File: src/rtl/hamming_serial_rx.sv
// rtl/hamming_serial_rx.sv - 8N1-style serial receiver for 7-bit Hamming codewords
// Optional input synchronizer: define HAMMING_RX_SYNC_EN.
module hamming_serial_rx #(
    parameter int CLK_DIV = 16
) (
    input  logic       clk,
    input  logic       rst_n,
    input  logic       rx,
    output logic [6:0] code_out,
    output logic       code_valid,
    output logic       frame_err,
    output logic       busy
);

    localparam int CW = $clog2(CLK_DIV);
    localparam logic [CW-1:0] FULL_LAST = CW'(CLK_DIV - 1);
    localparam logic [CW-1:0] HALF_LAST = CW'(CLK_DIV / 2 - 1);

    typedef enum logic [2:0] {BREAK, IDLE, START, DATA, STOP} state_t;

    state_t        state, nextState;
    logic [CW-1:0] cnt, cntNext;
    logic [2:0]    idx, idxNext;
    logic [6:0]    shiftReg, shiftNext;
    logic [6:0]    codeNext;
    logic          validNext, errNext;
    logic          rxIn;

`ifdef HAMMING_RX_SYNC_EN
    logic [1:0] rxSync;

    // Resets to the idle level so reset release never looks like a start bit
    always_ff @(posedge clk or negedge rst_n) begin
        if (!rst_n) rxSync <= 2'b11;
        else        rxSync <= {rxSync[0], rx};
    end
    assign rxIn = rxSync[1];
`else
    assign rxIn = rx;
`endif

    always_ff @(posedge clk or negedge rst_n) begin
        if (!rst_n) begin
            state      <= BREAK;
            cnt        <= '0;
            idx        <= '0;
            shiftReg   <= '0;
            code_out   <= '0;
            code_valid <= 1'b0;
            frame_err  <= 1'b0;
        end else begin
            state      <= nextState;
            cnt        <= cntNext;
            idx        <= idxNext;
            shiftReg   <= shiftNext;
            code_out   <= codeNext;
            code_valid <= validNext;
            frame_err  <= errNext;
        end
    end

    always_comb begin
        nextState = state;
        cntNext   = cnt + 1'b1;
        idxNext   = idx;
        shiftNext = shiftReg;
        codeNext  = code_out;
        validNext = 1'b0;
        errNext   = 1'b0;
        case (state)
            BREAK: begin
                cntNext = '0;
                if (rxIn) nextState = IDLE;
            end
            IDLE: begin
                cntNext = '0;
                if (!rxIn) nextState = START;
            end
            START: begin
                if (cnt == HALF_LAST) begin
                    cntNext = '0;
                    if (rxIn) begin
                        nextState = IDLE;
                    end else begin
                        nextState = DATA;
                        idxNext   = '0;
                    end
                end
            end
            DATA: begin
                if (cnt == FULL_LAST) begin
                    cntNext        = '0;
                    shiftNext[idx] = rxIn;
                    idxNext        = idx + 3'd1;
                    if (idx == 3'd6) nextState = STOP;
                end
            end
            STOP: begin
                if (cnt == FULL_LAST) begin
                    cntNext = '0;
                    if (rxIn) begin
                        codeNext  = shiftReg;
                        validNext = 1'b1;
                        nextState = IDLE;
                    end else begin
                        errNext   = 1'b1;
                        nextState = BREAK;
                    end
                end
            end
            default: nextState = BREAK;
        endcase
    end

    assign busy = (state != IDLE);

endmodule

File: config.mk
export PLATFORM = sky130hd
export DESIGN_NAME = hamming_serial_rx
export DESIGN_NICKNAME = d
export VERILOG_FILES = /design/src/rtl/hamming_serial_rx.sv
export SDC_FILE = /design/constraint.sdc
export NUM_CORES = 1
export LEC_CHECK = 0
export BUFFER_PORTS_ARGS = -buffer_cell sky130_fd_sc_hd__buf_4
export CAP_MARGIN = 15
export CELL_PAD_IN_SITES_DETAIL_PLACEMENT = 1
export CELL_PAD_IN_SITES_GLOBAL_PLACEMENT = 1
export CORE_AREA = 2 2 56 58
export DETAILED_ROUTE_END_ITERATION = 8
export DIE_AREA = 0 0 58 60
export PLACE_DENSITY = 0.86
export SKIP_CTS_REPAIR_TIMING = 1
export SYNTH_ARGS = -nofsm -noshare
export SYNTH_HDL_FRONTEND = slang
export SYNTH_SLANG_ARGS = --single-unit
File: constraint.sdc
create_clock -name clk -period 2.1 [get_ports clk]
set_input_delay 0.21 -clock clk [delete_from_list [all_inputs] [get_ports clk]]
set_output_delay 0.21 -clock clk [all_outputs]
set_load 0.01 [all_outputs]
# Word-level counts from Yosys, hierarchy flattened
# Cells that the tools add are included.
# word_totals
inputBits	3
output_inout_bits	10
regBits	26
# op_classes
mux	25
magnitude_cmp	2
addsub	2
eq_ne	15
n_reduce_logical	9
# ops
cell	count
3-bit 2-to-1 mux	9
3-bit one-hot mux with 5 select lines	1
2-bit != test (second input constant)	7
4-bit one-hot mux with 3 select lines	1
1-bit 2-to-1 mux	8
4-bit 2-to-1 mux	2
7-bit bitwise mux	1
3-bit by 2-bit == test with 1-bit output (second input constant)	2
3-bit == test (second input constant)	2
3-bit one-hot mux with 2 select lines	1
6-bit AND reduction	1
4-bit by 1-bit adder with 4-bit output (second input constant)	1
4-bit by 3-bit == test with 1-bit output (second input constant)	1
4-bit == test (second input constant)	1
3-bit by 4-bit < comparator with 1-bit output (second input constant)	1
4-bit AND reduction	1
2-bit OR reduction	2
3-bit by 1-bit adder with 3-bit output (second input constant)	1
1-bit demux with 3-bit select	1
3-bit by 1-bit == test with 1-bit output (second input constant)	1
3-bit by 1-bit >= comparator with 1-bit output (second input constant)	1
3-bit logical NOT	1
3-bit by 1-bit != test with 1-bit output (second input constant)	1
3-bit AND reduction	1
other kinds (4)	4

# Depth between registers and ports, before layout
# Gate-level depths: netlist (run 1).
# depth
depth_word	5
ltp_mapped	7
ltp_nobuf	6

# Least setup slack after synthesis (run 1)
# Ideal clock, no wire load.
# synth_timing
kind	reg-to-reg
startpoint	reg cnt[0]
endpoint	reg code_out[0]
n_path_buf	2
setup_time_ps	125
period_less_slack_ps	1764
arrival_ps	1639
t_required_ps	1975
stages_incl_launch_ff	8
setup_slack_ps	336
path_cell_list	dfrtp_1 -> ha_1 -> and2_1 -> buf_2 -> nand2_1 -> or3_1 -> buf_6 -> mux2_4
# synth_via
elab_chain_cells	2
# synth_lines
item	line	source
start, declared	22	logic [CW-1:0] cnt, cntNext;
start signal, assigned	53	cnt <= cntNext;
4-bit == test	99	if (cnt == FULL_LAST) begin
3-bit AND reduction (no line)	-	
end signal, assigned	56	code_out <= codeNext;
end, declared	9	output logic [6:0] code_out,
# Every way passes these cells.
# A chain may end at the register's enable or synchronous reset.

# Final worst setup path (run 1)
# layout_timing
startpoint	reg cnt[0]
endpoint	reg shiftReg[6]
# layout_via
elab_chain_cells	2
# layout_lines
item	line	source
4-bit == test	91	if (cnt == FULL_LAST) begin
2-bit AND reduction (no line)	-	
end signal, assigned	55	shiftReg <= shiftNext;
end, declared	24	logic [6:0] shiftReg, shiftNext;
# Every way passes these cells.

==> results of run 1 <==
-- Yosys cell counts, drive strengths merged --
cell and number:
a21oi 6, mux2 15, clkbuf 3, nand2 4, nand4b 1, nand4 2
a211oi 1, ha 3, o21ai 3, buf 3, nor2 2, dfrtp 26
o22ai 2, nand2b 3, nor4 7, a31oi 2, xnor2 2, nor2b 2
inv 6, or2 1, nand3 1, nor3 2, or3 2, o2111ai 1
xor2 1, a22o 1, or3b 1, and2b 2, and2 4
-- stage by stage --
step                setup WS, ns  hold WS [ns]  power, mW   util
CTS                      -0.0306        -0.228       1.52  0.495
finish                     0.152         0.145       1.53  0.509
global route              0.0173         0.135       1.65  0.509
floorplan                  0.336       -0.0856       1.02      -
global placement           0.176         0.126       1.12  0.477
detailed placement      -0.00216         0.137       1.16  0.477
-- cell type report --
cell class / count / area [µm²] / area share
tap: 33 / 41.3 / 0.0279
timing repair buffer: 17 / 130 / 0.0880
clock buffer: 3 / 22.5 / 0.0152
inverter: 6 / 22.5 / 0.0152
multi-input combinational: 71 / 582 / 0.393
sequential: 26 / 651 / 0.440
clock inverter: 1 / 30.0 / 0.0203
-- critical path, cell delays in order, from the launching register on --
cell	delay (ns)
dfrtp_1	0.40
ha_1	0.20
and2_1	0.31
nand4_1	0.12
buf_4	0.19
nor4_1	0.26
mux2_2	0.37
-- routing by layer --
layer	wire, µm	global-route usage
met1	1230	0.226
met2	1360	0.294
met3	52	0.0260
met4	33	0.0498
met5	0	0
-- state kept, by name, indices dropped and copies added, names as in the netlist --
register,flops
cnt,4
shiftReg,7
state,3
code_out,7
idx,3
code_valid,1
frame_err,1
-- power by group through the flow --
stage	combinational, mW	sequential [mW]	clock, mW
finish	0.483	0.707	0.339
detailed placement	0.456	0.708	0
global route	0.551	0.725	0.372
global placement	0.428	0.696	0
CTS	0.469	0.698	0.350
floorplan	0.353	0.671	0
-- worst max-delay path by stage --
stage | slack, ns | cells after the start | to
floorplan | 0.34 | 7 | code_out[0]$_DFFE_PN0P_
finish | 0.15 | 6 | shiftReg[6]$_DFFE_PN0P_
global placement | 0.18 | 5 | code_out[6]$_DFFE_PN0P_
global route | 0.02 | 6 | state[0]$_DFFE_PN0P_
detailed placement | -0.002 | 5 | code_out[4]$_DFFE_PN0P_
CTS | -0.03 | 5 | shiftReg[2]$_DFFE_PN0P_
-- kinds of logic (layout without fill, tap and decap cells) --
| logic type | after synthesis | in the layout | synth area share |
|---|---|---|---|
| buffers and inverters | 12 | 27 | 0.0436 |
| adders and majority gates | 3 | 3 | 0.0297 |
| xor gates and xnor gates | 3 | 3 | 0.0208 |
| DFF | 26 | 26 | 0.515 |
| and+or+nand+nor | 34 | 34 | 0.161 |
| muxes | 15 | 15 | 0.154 |
| AOI/OAI and AO/OA | 16 | 16 | 0.0752 |
==> flow_summary.ini, run 1 <==
[clock_tree]
h-tree-depth = 1
cts_buffers = 3
clk_pin_slew_worst_paths_ns = 0.14
clk_latency_ns = 0.31
cts_sinks = 26
clockBufferDepth = 2
cts-root-buf = clkbuf_4
cts_tree = built

[worst_setup_path]
cp-startpoint = cnt[0]$_DFF_PN0_
rr_worst_depth = 6
required_ns = 2.32
startpoint_type = flop
cp-end-kind = flop
reg2reg_from = cnt[0]$_DFF_PN0_
cp_max_fo = 8
crit_arrival_ns = 2.17
r2r_end = shiftReg[6]$_DFFE_PN0P_
ff2ff_setup_slack_ns = 0.15
path_class = flop to flop

[sta]
maxSlewHeadroom = 0.737
clock.fmax_ghz = 0.513
rsz0062_at_grt = false
finalSetupViolCount = 0
setup_tns_ns = 0
tightest_slew_ns = 0.392
clock-skew-final_ns = 0.00142
hold_violations = 0
period_needed_ns = 1.95
slew_violations = 0
post-route-period-util = 0.928

[routing]
first_pass_iters = 4
wl_per_cell_um = 17.0
dr.first_iter.drc_count = 25
vias_per_cell = 5.70
vias = 895
ant_nets = 0
drc_errors = 0
routed_wl_um = 2670

[global_routing]
grt_use_total = 0.172
overflow = 0
grt_pass1_wl_um = 4520
grt_max_degree = 27
grt_pass1_vias = 931
antenna_found_initial = 0

[place]
hpwlAfterDp_um = 1900
io_buffer_count = 12
gp_congestion = 0.895
placed_cell_area_um2 = 1390
dp.cells = 151

[die]
die_x_um = 58
dieArea_um2 = 3480
initial_core_util = 0.435
fp.coreArea_um2 = 2900
die_height_um = 60
io_pins = 13
rows = 20

[synthesis]
yosysTopAreaCell = dfrtp_1
synth_cell_type_count = 31
syn_nets = 115
ys_seq_elements = 26
ys_seq_area_frac = 0.515
avgSynthCellArea_um2 = 11.6
ys_warn_count = 0
yosys-top-cells-area = dfrtp_1 51%, mux2_4 8.3%, mux2_2 7.1%, nor4_1 3.5%, ha_1 3.0%
netlist.area_leader.share = 0.515
syn-instance-count = 109
syn_area_um2 = 1260

[layout]
nFillCells = 309
drive_gt1_frac = 0.331
mostFrequentLayoutCells = 26 x dfrtp_1, 16 x buf_4, 8 x mux2_2, 7 x mux2_4
nets = 131
stdcell_count = 157
final_area_um2 = 1480
syn2layout_area_growth_pct = 17.0
layout_commonest_cell = dfrtp_1
diodes = 0

[power]
power.share.clock = 0.222
combPwrFrac = 0.316
p_sw_frac = 0.354
power_frac_seq = 0.462
switching_power_uw = 541
leakagePower_nw = 0.720
ir_drop_v = 0.000632
p_per_area_nw_per_um2 = 1030
p_int_uw = 988

[worst_hold_path]
whs_path_depth = 2
whs_endpoint = frame_err$_DFF_PN0_
min_path_type = primary input to flop
hp-start = rx

[job]
drv_cap = 0

[outcome]
status = completed
(Power assumes the default switching activity.)
==> run 2: changes to the inputs <==
HOLD_SLACK_MARGIN = 0.15   (was unset)
==> flow_summary.ini, run 2 (synthesis gave the netlist of run 1 again) <==
[outcome]
status = completed

[layout]
nFillCells = 308
reg_top3 = code_out x7, shiftReg x7, cnt x4
layout_commonest_cell = dfrtp_1
drive_gt1_frac = 0.328
mostFrequentLayoutCells = 26 x dfrtp_1, 16 x buf_4, 8 x mux2_2, 7 x mux2_4
multi_input_area_um2 = 582
stdcell_count = 158
diodes = 0
syn2layout_area_growth_pct = 17.8
nets = 132
seq_area_um2 = 651

[clock_tree]
clockBufferDepth = 2
h-tree-depth = 1
clk_latency_ns = 0.31
clk_pin_slew_worst_paths_ns = 0.14
cts-root-buf = clkbuf_4
cts_sinks = 26
cts_buffers = 3
cts_tree = built

[global_routing]
antenna_found_initial = 0
grt_pass1_vias = 931
grt_pass1_wl_um = 4520
grt_max_degree = 27
grt_use_total = 0.172
overflow = 0

[place]
gp_congestion = 0.895
dp.cells = 151
hpwlAfterDp_um = 1900
io_buffer_count = 12

[routing]
first_pass_iters = 4
dr.first_iter.drc_count = 25
routed_wl_um = 2680
drc_errors = 0
wl_per_cell_um = 16.9
vias_per_cell = 5.69
vias = 899
ant_nets = 0

[worst_setup_path]
crit_path_cell_trace = ha_1 -> and2_1 -> nand4_1 -> buf_4 -> nor4_1 -> mux2_2
startpoint_type = flop
path_delay_family = simple AND/OR/NAND/NOR gates
path_class = flop to flop
slowest_stage = dfrtp_1
cp_max_fo = 8
required_ns = 2.32
path_buf_inv = 1
crit_arrival_ns = 2.17
cp-end-kind = flop
crit_path_max_incr_delay_ns = 0.40

[die]
initial_core_util = 0.435
die_height_um = 60
rows = 20
die_x_um = 58
fp.coreArea_um2 = 2900
dieArea_um2 = 3480
io_pins = 13

[sta]
tightest_slew_ns = 0.392
setup_tns_ns = 0
hold_violations = 0
period_needed_ns = 1.95
rsz0062_at_grt = false
slew_violations = 0
clock.fmax_ghz = 0.513
maxSlewHeadroom = 0.737
finalSetupViolCount = 0
clock-skew-final_ns = 0.00142
post-route-period-util = 0.928

[worst_hold_path]
min_path_type = primary input to asynchronous set/reset pin

[power]
power.share.clock = 0.222
p_sw_frac = 0.353
p_int_uw = 990
power_frac_seq = 0.462
leakagePower_nw = 0.724
p_per_area_nw_per_um2 = 1030
ir_drop_v = 0.000632
switching_power_uw = 541
combPwrFrac = 0.317
total_power_mw = 1.53

[job]
drv_cap = 0
[run 2: cell type report]
type                       instances  area share
clock buffer                       3      0.0151
clock inverter                     1      0.0202
inverter                           6      0.0151
multi-input combinational         71       0.391
sequential                        26       0.437
tap                               33      0.0277
timing repair buffer              18      0.0941
[run 2: path summary, 6_finish.rpt]
path,endpoint,startpoint,cells past startpoint,slack (ns)
setup / recovery,shiftReg[6]$_DFFE_PN0P_,cnt[0]$_DFF_PN0_,6,0.15
hold / removal,state[0]$_DFFE_PN0P_,rst_n,2,0.32
setup reg to reg,shiftReg[6]$_DFFE_PN0P_,cnt[0]$_DFF_PN0_,6,0.15
hold reg to reg,cnt[0]$_DFF_PN0_,cnt[0]$_DFF_PN0_,1,0.48
max in group asynchronous,idx[0]$_DFFE_PN0P_,rst_n,2,1.54
min in group clk,cnt[0]$_DFF_PN0_,cnt[0]$_DFF_PN0_,1,0.48
[run 2: metal layers]
layer	GRT usage	share of wire	vias to the layer above	routed length, µm
met4	0.0498	0.012	0	33
met1	0.226	0.46	461	1230
met2	0.294	0.51	13	1360
met3	0.0260	0.019	4	50
li1	-	-	421	-
met5	0	0	-	0
[run 2: per-stage QoR]
step	cell area (µm²)	hold slack, ns	setup WS, ns	util
global route	1490	0.310	0.0173	0.513
finish	1490	0.319	0.152	0.513
detailed placement	1390	0.137	-0.00216	0.477
floorplan	1260	-0.0856	0.336	-
global placement	1390	0.126	0.176	0.477
CTS	1440	-0.228	-0.0306	0.495
[run 2: worst register-to-register path: cells and delay by family (launching register included)]
| kind | cells | cell delay [ns] |
|---|---|---|
| AND/OR/NAND/NOR | 3 | 0.69 |
| multiplexers | 1 | 0.37 |
| buffers and inverters | 1 | 0.19 |
| flip-flops | 1 | 0.40 |
| adder cells (fa/ha/maj) | 1 | 0.20 |
[run 2: power by group through the flow]
stage	Sequential, mW	Combinational (mW)	Clock [mW]
floorplan	0.671	0.353	0
finish	0.707	0.485	0.339
CTS	0.698	0.469	0.350
global placement	0.696	0.428	0
global route	0.725	0.552	0.372
detailed placement	0.708	0.456	0
